<file path="src/rtl/axi_write_sequencer.sv">
// AXI4 write-burst sequencer: accepts one command, issues a single INCR burst of
// 32-byte beats carrying a counting data pattern, collects the write response
// and reports completion through a valid/ready handshake.
module axi_write_sequencer (
    input  logic         data_aclk,
    input  logic         data_aresetn,
    // command handshake
    input  logic         cmd_valid,
    output logic         cmd_ready,
    input  logic [31:0]  cmd_addr,
    input  logic [7:0]   cmd_len,
    input  logic [23:0]  cmd_id,
    input  logic [31:0]  cmd_seed,
    // completion handshake and status
    output logic         done_valid,
    input  logic         done_ready,
    output logic [1:0]   done_resp,
    output logic         done_idmismatch,
    output logic         busy,
    // AXI write address
    output logic [23:0]  data_awid,
    output logic [31:0]  data_awaddr,
    output logic [7:0]   data_awlen,
    output logic [2:0]   data_awsize,
    output logic [1:0]   data_awburst,
    output logic [2:0]   data_awprot,
    output logic [3:0]   data_awqos,
    output logic         data_awvalid,
    input  logic         data_awready,
    // AXI write data
    output logic [255:0] data_wdata,
    output logic [31:0]  data_wstrb,
    output logic         data_wlast,
    output logic         data_wvalid,
    input  logic         data_wready,
    // AXI write response
    input  logic [23:0]  data_bid,
    input  logic [1:0]   data_bresp,
    input  logic         data_bvalid,
    output logic         data_bready
);

    typedef enum logic [2:0] {
        IDLE = 3'd0,
        ADDR = 3'd1,
        DATA = 3'd2,
        RESP = 3'd3,
        DONE = 3'd4
    } state_t;

    state_t      state;
    state_t      state_nxt;

    // control state
    logic        ready_en;   // holds cmd_ready low until the first edge after reset
    logic [7:0]  beat;

    // registered command and completion status
    logic [31:5] addr_q;
    logic [7:0]  len_q;
    logic [23:0] id_q;
    logic [31:0] seed_q;
    logic [1:0]  resp_q;
    logic        mism_q;

    logic        cmd_fire;
    logic        crosses_4k;
    logic        last_beat;
    logic [8:0]  blk_end;
    logic [31:0] beat_word;
    logic        unused_addr_lsbs;

    // byte offset within the 4 KB page is irrelevant below the 32-byte beat size
    assign unused_addr_lsbs = ^cmd_addr[4:0];

    // burst end in 32-byte units within the 4 KB page; beyond 128 units it crosses
    assign blk_end    = {2'b00, cmd_addr[11:5]} + {1'b0, cmd_len} + 9'd1;
    assign crosses_4k = (blk_end > 9'd128);
    assign cmd_fire   = cmd_valid && cmd_ready;
    assign last_beat  = (beat == len_q);
    assign beat_word  = seed_q + {24'd0, beat};

    // state register
    always_ff @(posedge data_aclk or negedge data_aresetn) begin
        if (!data_aresetn) begin
            state <= IDLE;
        end else begin
            state <= state_nxt;
        end
    end

    // next-state decode and all handshake/payload outputs
    always_comb begin
        state_nxt       = state;
        cmd_ready       = 1'b0;
        busy            = 1'b1;
        data_awvalid    = 1'b0;
        data_awid       = 24'd0;
        data_awaddr     = 32'd0;
        data_awlen      = 8'd0;
        data_awsize     = 3'd0;
        data_awburst    = 2'b00;
        data_awprot     = 3'd0;
        data_awqos      = 4'd0;
        data_wvalid     = 1'b0;
        data_wdata      = 256'd0;
        data_wstrb      = 32'd0;
        data_wlast      = 1'b0;
        data_bready     = 1'b0;
        done_valid      = 1'b0;
        done_resp       = 2'b00;
        done_idmismatch = 1'b0;
        case (state)
            IDLE: begin
                busy      = 1'b0;
                cmd_ready = ready_en;
                if (cmd_valid && ready_en) begin
                    state_nxt = crosses_4k ? DONE : ADDR;
                end
            end
            ADDR: begin
                data_awvalid = 1'b1;
                data_awid    = id_q;
                data_awaddr  = {addr_q, 5'b00000};
                data_awlen   = len_q;
                data_awsize  = 3'd5;
                data_awburst = 2'b01;
                if (data_awready) begin
                    state_nxt = DATA;
                end
            end
            DATA: begin
                data_wvalid = 1'b1;
                data_wdata  = {8{beat_word}};
                data_wstrb  = 32'hFFFF_FFFF;
                data_wlast  = last_beat;
                if (data_wready && last_beat) begin
                    state_nxt = RESP;
                end
            end
            RESP: begin
                data_bready = 1'b1;
                if (data_bvalid) begin
                    state_nxt = DONE;
                end
            end
            DONE: begin
                done_valid      = 1'b1;
                done_resp       = resp_q;
                done_idmismatch = mism_q;
                if (done_ready) begin
                    state_nxt = IDLE;
                end
            end
            default: begin
                state_nxt = IDLE;
            end
        endcase
    end

    // command-ready enable and beat counter
    always_ff @(posedge data_aclk or negedge data_aresetn) begin
        if (!data_aresetn) begin
            ready_en <= 1'b0;
            beat     <= 8'd0;
        end else begin
            ready_en <= 1'b1;
            if (state == ADDR) begin
                beat <= 8'd0;
            end else if (state == DATA && data_wready && !last_beat) begin
                // the final beat leaves the counter alone, so len=255 never wraps
                beat <= beat + 8'd1;
            end
        end
    end

    // command capture and completion status; only visible through state-gated outputs
    always_ff @(posedge data_aclk) begin
        if (state == IDLE && cmd_fire) begin
            addr_q <= cmd_addr[31:5];
            len_q  <= cmd_len;
            id_q   <= cmd_id;
            seed_q <= cmd_seed;
            resp_q <= 2'b10;
            mism_q <= 1'b0;
        end else if (state == RESP && data_bvalid) begin
            resp_q <= data_bresp;
            mism_q <= (data_bid != id_q);
        end
    end

endmodule
</file>
<file path="config.mk">
export PLATFORM = sky130hd
export DESIGN_NAME = axi_write_sequencer
export DESIGN_NICKNAME = d
export VERILOG_FILES = /design/src/rtl/axi_write_sequencer.sv
export SDC_FILE = /design/constraint.sdc
export NUM_CORES = 1
export LEC_CHECK = 0
export CAP_MARGIN = 15
export CORE_AREA = 2 2 195 197
export DETAILED_ROUTE_END_ITERATION = 6
export DIE_AREA = 0 0 197 199
export PLACE_DENSITY = 0.54
export RECOVER_POWER = 100
export SLEW_MARGIN = 20
export SYNTH_ARGS = -nofsm -noshare
export SYNTH_HDL_FRONTEND = slang
export SYNTH_SLANG_ARGS = --single-unit
</file>
<file path="constraint.sdc">
create_clock -name data_aclk -period 9.2 [get_ports data_aclk]
set_input_delay 0.92 -clock data_aclk [delete_from_list [all_inputs] [get_ports data_aclk]]
set_output_delay 0.92 -clock data_aclk [all_outputs]
set_load 0.05 [all_outputs]
</file>
==> results of run 1 <==
-- sequential cells by signal, summed over array words and instances (netlist names) --
register,cells
addr_q,27
seed_q,32
ready_en,1
len_q,8
id_q,24
resp_q,2
beat,8
state,3
mism_q,1
-- cell usage in the layout, fill, tap and decap left out, types with 6 or more instances in the layout --
master / instances
a21oi_1: 19
nor2_1: 45
xnor2_1: 30
nand2_1: 24
ha_1: 16
xor2_1: 35
conb_1: 15
edfxtp_1: 91
dlygate4sd3_1: 452
clkdlybuf4s50_1: 31
nand4_1: 12
inv_1: 13
clkbuf_16: 9
and2_1: 72
dfrtp_1: 12
o21ai_0: 6
nand3_1: 11
o21ai_1: 8
-- per-stage QoR --
stage | setup WS, ns | hold slack (ns) | cells | total power, mW
3_5_place_dp | 4.29 | 0.469 | 1453 | 2.92
4_1_cts | 3.83 | 0.490 | 1469 | 3.34
6_report | 2.66 | 0.489 | 1470 | 3.14
3_3_place_gp | 4.33 | 0.464 | 1453 | 2.91
5_1_grt | 2.14 | 0.501 | 1470 | 3.28
2_1_floorplan | 3.61 | 0.443 | 778 | 2.49
-- worst paths after layout --
check	to	slack, ns	from	depth (start not counted)
max	seed_q[29]	2.66	cmd_valid	4
min	mism_q	0.49	mism_q	2
max reg2reg	seed_q[29]	2.92	state[1]	4
min reg2reg	mism_q	0.49	mism_q	2
max in group asynchronous	state[2]	7.83	data_aresetn	1
min in group asynchronous	state[0]	0.98	data_aresetn	1
-- cell families (layout without fill, tap and decap cells) --
logic type,count (synthesis),in the layout,synth area share
buffers and inverters,300,517,0.280
AND/OR/NAND/NOR,203,203,0.146
flip-flops,106,106,0.402
AO/OA/AOI/OAI,67,67,0.0603
XOR/XNOR,65,65,0.0740
adder cells (fa/ha/maj),18,18,0.0312
multiplexers,4,4,0.00520
other,2,16,0.000976
-- power groups by stage --
stage                     combinational, mW  sequential [mW]  clock [mW]
final                                  2.08            0.670       0.393
after global routing                   2.17            0.682       0.432
after CTS                              2.25            0.666       0.419
after detailed placement               2.25            0.676           0
after global placement                 2.24            0.675           0
after floorplan                        1.83            0.660           0
-- cell type report --
class	count	area share
inverters	14	0.00463
clock inverters	3	0.00209
repair buffers	487	0.428
clock buffers	13	0.0221
well taps	474	0.0523
flip-flops and latches	106	0.273
diodes	1	0.000221
multi-input cells	372	0.218
-- per-layer routing --
layer / routed length, um / vias up / global-route usage
li1: - / 2739 / -
met1: 9980 / 2685 / 0.137
met2: 12000 / 264 / 0.203
met3: 1830 / 18 / 0.0410
met4: 250 / 4 / 0.0267
met5: 30 / - / 0
-- worst register-to-register path: stages (launching register included) --
cell and delay, ns:
dfrtp_1 0.50, nor3_1 0.30, inv_1 0.11, nor2_1 2.03, clkbuf_1 2.75
==> reports/metrics.yaml, run 1 <==
p_seq_frac: 0.213
post_drt_wl_per_cell_um: 16.4
outcome: "finished, violations left"
core_um2: 37100
synth_top_area_frac: 0.355
ir_worst_vdd_v: 0.000160
rsz0062_at_grt: "false"
num_rows: 71
yosysSeqAreaShare: 0.402
fin_crit_ns: 6.54
grt_usage: 0.117
cts.clk_slew.worst_paths_ns: 0.08
cp.required_ns: 9.09
io_pins: 503
io_buffers: 483
grt_pass1_vias: 5352
final_area_um2: 11300
postLayoutCoreUtil: 0.306
switching_share: 0.571
yosys-top-cells-count: "buf_4, edfxtp_1, and2_1"
cts_inserted_buffers: 9
path_class: "in -> reg"
synth_area_leaders: "edfxtp_1, buf_4, and2_1, xor2_1, dfrtp_1"
syn_to_final_growth_pct: 47.5
hpwl_um: 19200
end_kind: "register"
arrival_ns: 6.43
synth.most_common_cell: "buf_4"
htree_levels: 3
cp_slowest_stage_delay_ns: 2.75
fillers: 3848
place_area_um2: 11100
tns_ns: 0
fmax_mhz: 153
yosysTopAreaCell: "edfxtp_1"
post_cts_buffers: 0
grt_antenna_before_repair: 3
power.internal_mw: 1.35
powerDensity_nw_per_um2: 277
pwr-share-comb: 0.662
synth-main-ff-cell: "edfxtp_1"
netlist_area_um2: 7690
p_leak_nw: 5.10
slew_violations: 142
cts_tree: "yes"
clkLatencyLatePin_ns: 0.37
synth_edf_count: 91
dr.pass1.iters: 4
critPathMaxFanout: 65
slew_headroom: -1.51
postSynthCellCount: 765
cts_buffer_depth: 2
drt-total-wl_um: 24100
ys_types: 59
finalSetupViolCount: 0
path_cells: "dlygate4sd3_1 > nand2_1 > nor2_1 > clkbuf_1"
die-area_um2: 39200
min_period_over_period: 0.711
ctsHoldBuffers: 0
multi_input_area_um2: 2480
ys_warn_count: 0
synth_seq_cells: 106
fp.dieH_um: 199
syn_area_per_cell_um2: 10.1
drtIter0Drc: 233
synthArstFlopShare: 0.113
ant_nets: 0
switchingPower_mw: 1.79
cpLargestDelayFamily: "buffers and inverters"
clock-root-buffer: "clkbuf_16"
path_buf_inv: 2
gp_congestion: 0.726
fin_skew_ns: 0.0137
violations: "capacitance limit, slew limit"
hold_viol: 0
startpoint_type: "primary input"
viasPerCell: 3.88
grt_max_degree: 66
drcViolationCount: 0
grt_pass1_wl_um: 34000
drive_above_1_share: 0.0231
seqCellArea_um2: 3090
drv_cap: 3
die_w_um: 197
crit_slowest_cell: "clkbuf_1"
fin_nets: 1137
hp-class: "reg -> reg"
cts_resized: 0
overflow: 0
clkPwrFrac: 0.125
num_vias: 5710
cts.sinks: 106
worst_slew_pin_slew_ns: 3.77
start_util: 0.207
(Power assumes the default switching activity.)
==> inputs of run 2 (changes only) <==
--- a/config.mk
+++ b/config.mk
@@ -6,10 +6,10 @@
 export NUM_CORES = 1
 export LEC_CHECK = 0
 export CAP_MARGIN = 15
-export CORE_AREA = 2 2 195 197
+export CORE_AREA = 2 2 194 196
 export DETAILED_ROUTE_END_ITERATION = 6
-export DIE_AREA = 0 0 197 199
-export PLACE_DENSITY = 0.54
+export DIE_AREA = 0 0 196 198
+export PLACE_DENSITY = 0.56
 export RECOVER_POWER = 100
 export SLEW_MARGIN = 20
 export SYNTH_ARGS = -nofsm -noshare
==> constraint.sdc (replaced) <==
create_clock -name data_aclk -period 5.72 [get_ports data_aclk]
set_input_delay 0.572 -clock data_aclk [delete_from_list [all_inputs] [get_ports data_aclk]]
set_output_delay 0.572 -clock data_aclk [all_outputs]
set_load 0.05 [all_outputs]
==> run 2 against run 1 <==
Against the previous run: the flow still finishes with violations (capacitance limit, slew limit); clock power rose by 73%; sequential cell count stayed put; wire length down 2.4%; critical path type is now reg -> out; die area shrank 1.0%; count of clock-buffer cells in the layout fell by 4; largest cell class unchanged; setup slack worse by 1.8 ns; combinational power increased by 61%.
==> reports/metrics.yaml, run 2 (synthesis gave the netlist of run 1 again) <==
clock-root-buffer: "clkbuf_16"
die-area_um2: 38800  # -1.0%
drtIter0Drc: 125  # -46%
cts_buffer_depth: 2  # unchanged
cts.sinks: 106  # unchanged
fillers: 3782  # -1.7%
post_drt_wl_per_cell_um: 16.0  # -2.6%
rsz0062_at_grt: "false"
drcViolationCount: 0  # unchanged
p_leak_nw: 5.12  # +0.38%
syn_to_final_growth_pct: 48.1
num_rows: 71  # unchanged
hpwl_um: 19000  # -0.78%
startpoint: "beat[0]"
core_um2: 37000  # -0.48%
p_total_mw: 5.08  # +62%
place_inst: 1454  # +0.069%
layout_commonest_cell: "dlygate4sd3_1"
overflow: 0  # unchanged
io_buffers: 483  # unchanged
endpoint: "data_wdata[126]"
powerDensity_nw_per_um2: 446  # +61%
final_area_um2: 11400  # +0.43%
whs_ns: 0.490  # +0.00134 ns
start_util: 0.208  # +0.000996
io_pins: 503  # unchanged
grt_pass1_wl_um: 32900  # -3.1%
end_kind: "primary output"
gp_congestion: 0.731  # +0.56%
critPathMaxFanout: 10  # -85%
ir_worst_vdd_v: 0.000246  # +54%
grt_antenna_before_repair: 6  # +3
grt_pass1_vias: 5286  # -1.2%
hold_viol: 0  # unchanged
ant_nets: 0  # unchanged
viasPerCell: 3.88  # about the same
r2r-end: "id_q[6]"
dr.pass1.iters: 4  # unchanged
reg2regPathDepth: 4  # unchanged
drive_above_1_share: 0.0281  # +0.00500
largest_reg_flops: 32  # unchanged
min_from: "mism_q"
path_class: "reg -> out"
fin_crit_ns: 4.85
cp.required_ns: 5.15  # -3.94 ns
arrival_ns: 4.27  # -2.16 ns
post_cts_buffers: 0  # unchanged
fin_skew_ns: 0.00991  # -0.00377 ns
hp-class: "reg -> reg"
fin_cells: 1473  # +0.20%
r2r_slack_ns: 1.30  # -1.62 ns
ctsHoldBuffers: 0  # unchanged
fp.dieH_um: 198  # -0.50%
startpoint_type: "register"
num_vias: 5721  # +0.19%
fin_nets: 1138  # +0.088%
slew_violations: 102  # -28%
grt_usage: 0.114  # -0.00246
drv_cap: 2  # -1
worst_slew_pin_slew_ns: 2.63  # -1.13 ns
tns_ns: 0  # unchanged
min_period_over_period: 0.847
top_register: "seed_q"
die_w_um: 196  # -0.51%
outcome: "finished, violations left"
reg.largest.list: "seed_q x32, addr_q x27, id_q x24"
cts_tree: "yes"
finalSetupViolCount: 0  # unchanged
fmax_mhz: 206
cts_resized: 0  # unchanged
final_cell_mix: "dlygate4sd3_1, edfxtp_1, and2_1, nor2_1, xor2_1"
drt-total-wl_um: 23500  # -2.4%
place_area_um2: 11100  # +0.16%
cts.clk_slew.worst_paths_ns: 0.08  # about the same
grt_max_degree: 72  # +9.1%
clkLatencyLatePin_ns: 0.37  # about the same
r2r-start: "state[1]"
violations: "capacitance limit, slew limit"
cts_inserted_buffers: 9  # unchanged
htree_levels: 3  # unchanged
slew_headroom: -0.762  # +0.749
run 2: worst min path at each step:
stage / cells after the start / end
floorplan: 0 / beat[0]
global placement: 2 / mism_q
detailed placement: 2 / mism_q
CTS: 2 / mism_q
global route: 2 / mism_q
finish: 2 / mism_q
run 2: routing by layer:
layer	track usage	share of wire
met1	0.121	0.38
met2	0.204	0.51
met3	0.0428	0.089
met4	0.0449	0.025
met5	0	0.0017
run 2: area by class of cell:
type | instances | area [um^2] | share of cell area
inverter | 14 | 52.6 | 0.00461
timing repair buffer | 488 | 4860 | 0.427
multi-input combinational | 372 | 2480 | 0.218
sequential | 106 | 3090 | 0.271
clock buffer | 9 | 225 | 0.0198
clock inverter | 7 | 83.8 | 0.00736
antenna | 3 | 7.51 | 0.000659
tap | 474 | 593 | 0.0520
run 2: power by group:
part / leakage, nW / total, mW / internal [mW] / switching (mW)
Combinational: 3.94 / 3.34 / 0.870 / 2.47
Clock: 0.154 / 0.679 / 0.349 / 0.330
Sequential: 1.02 / 1.07 / 0.980 / 0.0881
run 2: stage by stage:
step	setup WS, ns	utilization
global route	0.342	0.308
floorplan	0.129	-
finish	0.874	0.308
global placement	1.23	0.301
CTS	0.752	0.309
detailed placement	1.21	0.301
run 2: critical path, stage by stage (launching register included):
cell,delay (ns)
dfrtp_1,0.45
ha_1,0.25
fa_1,0.42
a21o_1,0.20
and4_1,0.25
o2111ai_2,0.62
a21oi_1,0.18
xnor2_1,0.17
nor2_1,0.39
dlygate4sd3_1,0.96
==> RTL edit: new RTL, flow settings as in run 2 <==
Reset style: synchronous (`data_aresetn`), changed in 2 clocked blocks.
--- a/src/rtl/axi_write_sequencer.sv
+++ b/src/rtl/axi_write_sequencer.sv
@@ -83,3 +83,3 @@
     // state register
-    always_ff @(posedge data_aclk or negedge data_aresetn) begin
+    always_ff @(posedge data_aclk) begin
         if (!data_aresetn) begin
@@ -161,3 +161,3 @@
     // command-ready enable and beat counter
-    always_ff @(posedge data_aclk or negedge data_aresetn) begin
+    always_ff @(posedge data_aclk) begin
         if (!data_aresetn) begin
Function: differs if data_aresetn is asserted again (counterexample within 4 cycles, from zero or initial values and one cycle with data_aresetn low); with data_aresetn held inactive, the same outputs for 4 cycles.
==> RTL edit against run 2 <==
- the flow still finishes with violations (max-capacitance violations, max-slew violations)
- die area unchanged
- final area rose by 0.25%
- setup slack gained 0.021 ns
- sequential cell count did not move
- utilization grew 0.078 points
- critical path depth decreased by 1
- routed wire length is 3.3% lower
- clock skew up 0.0032 ns
- non-clock buffer count is 1 higher
- fmax up 0.44%
- synthesized area up 0.67%
- first-iteration DRC count up 34%
- critical path type unchanged
- critical endpoint is now data_wdata[215]
Power is not compared: it rests on default switching activity, and its combinational part moved more than twofold at a synthesized area within 25%.
==> RTL edit: results (changes against run 2) <==
In this design, the stage delay of the slowest critical-path cell is 0.97 ns. The final estimated routing congestion in global placement is 0.759 (was 0.731). Outcome: finished with violations (unchanged).

The placed wire-length estimate after detailed placement is 18.0 mm (was 19.0 mm). The reg-to-reg endpoint is seed_q[15]$_DFFE_PP_ (was id_q[6]$_DFFE_PP_). The number of buffers inserted by port buffering was 483 (unchanged).

The maximum number of pins on one net before global-route repair was 71 (was 72). The DRC violations left came to 0 (unchanged). The transition time at the pin with the least slew margin came out at 1.57 ns (was 2.63 ns). The largest driver fanout on the critical path came out at 8 (was 10).

The final-layout fill cell count came to 3814 (was 3782). The final worst clock skew came out at 0.0132 ns (was 0.00991 ns). The number of global-route vias before repair is 5325 (was 5286). The sequential-to-total area share from yosys stat was 39.2% (was 40.2%).

The total via count after detailed routing is 5687 (was 5721). The global-route usage over all layers came out at 11.4% (about the same). The latest clock arrival within the worst-skew pair is 0.37 ns (about the same). The library cell occupying the most area in the post-synthesis netlist is edfxtp_1 (unchanged). Top post-synthesis cells by count: buf_4 (273), edfxtp_1 (91), and2_1 (65) (was buf_4 (274), edfxtp_1 (91), and2_1 (72)).

The cell with the largest stage delay on the worst path was dlygate4sd3_1 (unchanged). The number of antenna violations at the first check in global routing is 4 (was 6). The maximum vdd drop came out at 174 µV.

Violations in the final reports: max-capacitance violations, max-slew violations (unchanged). The count of distinct cell types in the synthesized netlist came to 63 (was 59). The maximum level of the CTS H-tree was 3 (unchanged).

The Yosys warning count came out at 0 (unchanged). Top cells by area in the synthesized netlist: edfxtp_1 (35%), buf_4 (26%), and2_1 (5.3%) (was edfxtp_1 (36%), buf_4 (27%), and2_1 (5.9%)). The global-route wire length before repair was 33.0 mm (was 32.9 mm). The DRC marker count from the first detailed-route iteration is 168 (was 125).

The source of the worst register-to-register timing path is state[2]$_SDFFE_PN0P_ (was state[1]$_DFFE_PN0P_). The number of max-capacitance violations reported is 1 (was 2). The proportion of layout cells with a drive suffix above 1 came out at 4.70% (was 2.81%). The worst-case hold path end point was resp_q[1]$_SDFFE_PP1P_ (was mism_q$_SDFFE_PP0P_). The total detailed-routing wirelength came out at 22.8 mm (was 23.5 mm). The final max-slew violation count came out at 26 (was 102). The CTS buffer count came out at 9 (unchanged). The register-to-register setup slack is 2.23 ns (was 1.30 ns). The final net count is 1143 (was 1138).

The async set or reset register ratio after synthesis came to 0% (was 11.3%). The number of search-and-repair iterations in the first detailed-routing pass came out at 4 (unchanged). The start point of the worst hold path is resp_q[1]$_SDFFE_PP1P_ (was mism_q$_SDFFE_PP0P_). The CTS clock-pin slew for the worst setup and hold paths is 0.08 ns (about the same). The number of buffers inserted by post-CTS setup repair came to 0 (unchanged).
RTL edit: cells by family after synthesis:
group,Yosys count,synth area share (%)
AOI/OAI and AO/OA,64,6.37
DFF,106,39.2
adders and majority gates,18,3.10
and+or+nand+nor,217,16.3
other,1,0.0484
xor gates and xnor gates,57,6.45
buffers and inverters,303,28.0
muxes,4,0.517
RTL edit: how the worst max path moves through the flow:
stage                          from              end  slack [ns]
2_1_floorplan  beat[0]$_SDFFE_PP0P_  data_wdata[120]        1.86
3_3_place_gp   beat[0]$_SDFFE_PP0P_   data_wdata[86]        1.23
3_5_place_dp   beat[0]$_SDFFE_PP0P_   data_wdata[22]        1.26
4_1_cts        beat[0]$_SDFFE_PP0P_   data_wdata[86]        0.81
5_1_grt        beat[2]$_SDFFE_PP0P_   data_wdata[55]        0.58
6_report       beat[2]$_SDFFE_PP0P_  data_wdata[215]        0.90
RTL edit: area by class of cell:
type / count / share of cell area [%]
timing repair buffer: 489 / 42.7
sequential: 106 / 26.5
multi-input combinational: 374 / 22.3
tap: 474 / 5.19
clock buffer: 9 / 1.97
clock inverter: 7 / 0.745
inverter: 16 / 0.548
antenna: 2 / 0.0438
RTL edit: layer usage:
| metal | GRT usage, % | part of all wire (%) | routed length (µm) | up-vias |
|---|---|---|---|---|
| met3 | 3.88 | 7.7 | 1740 | 10 |
| met5 | 0 | 0.070 | 16 | - |
| met2 | 20.0 | 51 | 11500 | 261 |
| met4 | 2.69 | 0.78 | 177 | 2 |
| li1 | - | - | - | 2782 |
| met1 | 13.3 | 41 | 9300 | 2632 |
RTL edit: where the power goes:
group	internal (mW)	switching (mW)
logic	0.310	0.770
registers	0.899	0.0300
clock network	0.349	0.323
total	1.56	1.12
RTL edit: worst reg2reg max path: cells and delay by family, from the launching register on:
kind	cells	cell delay [ns]
buffers and inverters	2	1.95
and+or+nand+nor	2	0.72
DFF	1	0.42
RTL edit: metrics by stage:
stage,std cells,setup WS (ns),instance area (µm²),hold WS (ns),total power [mW]
6_report,1477,0.895,11400,0.493,2.68
5_1_grt,1477,0.576,11400,0.532,2.81
4_1_cts,1475,0.813,11500,0.486,2.81
3_5_place_dp,1459,1.26,11200,0.455,2.12
3_3_place_gp,1459,1.23,11200,0.446,2.11
2_1_floorplan,783,1.86,7790,0.433,1.83
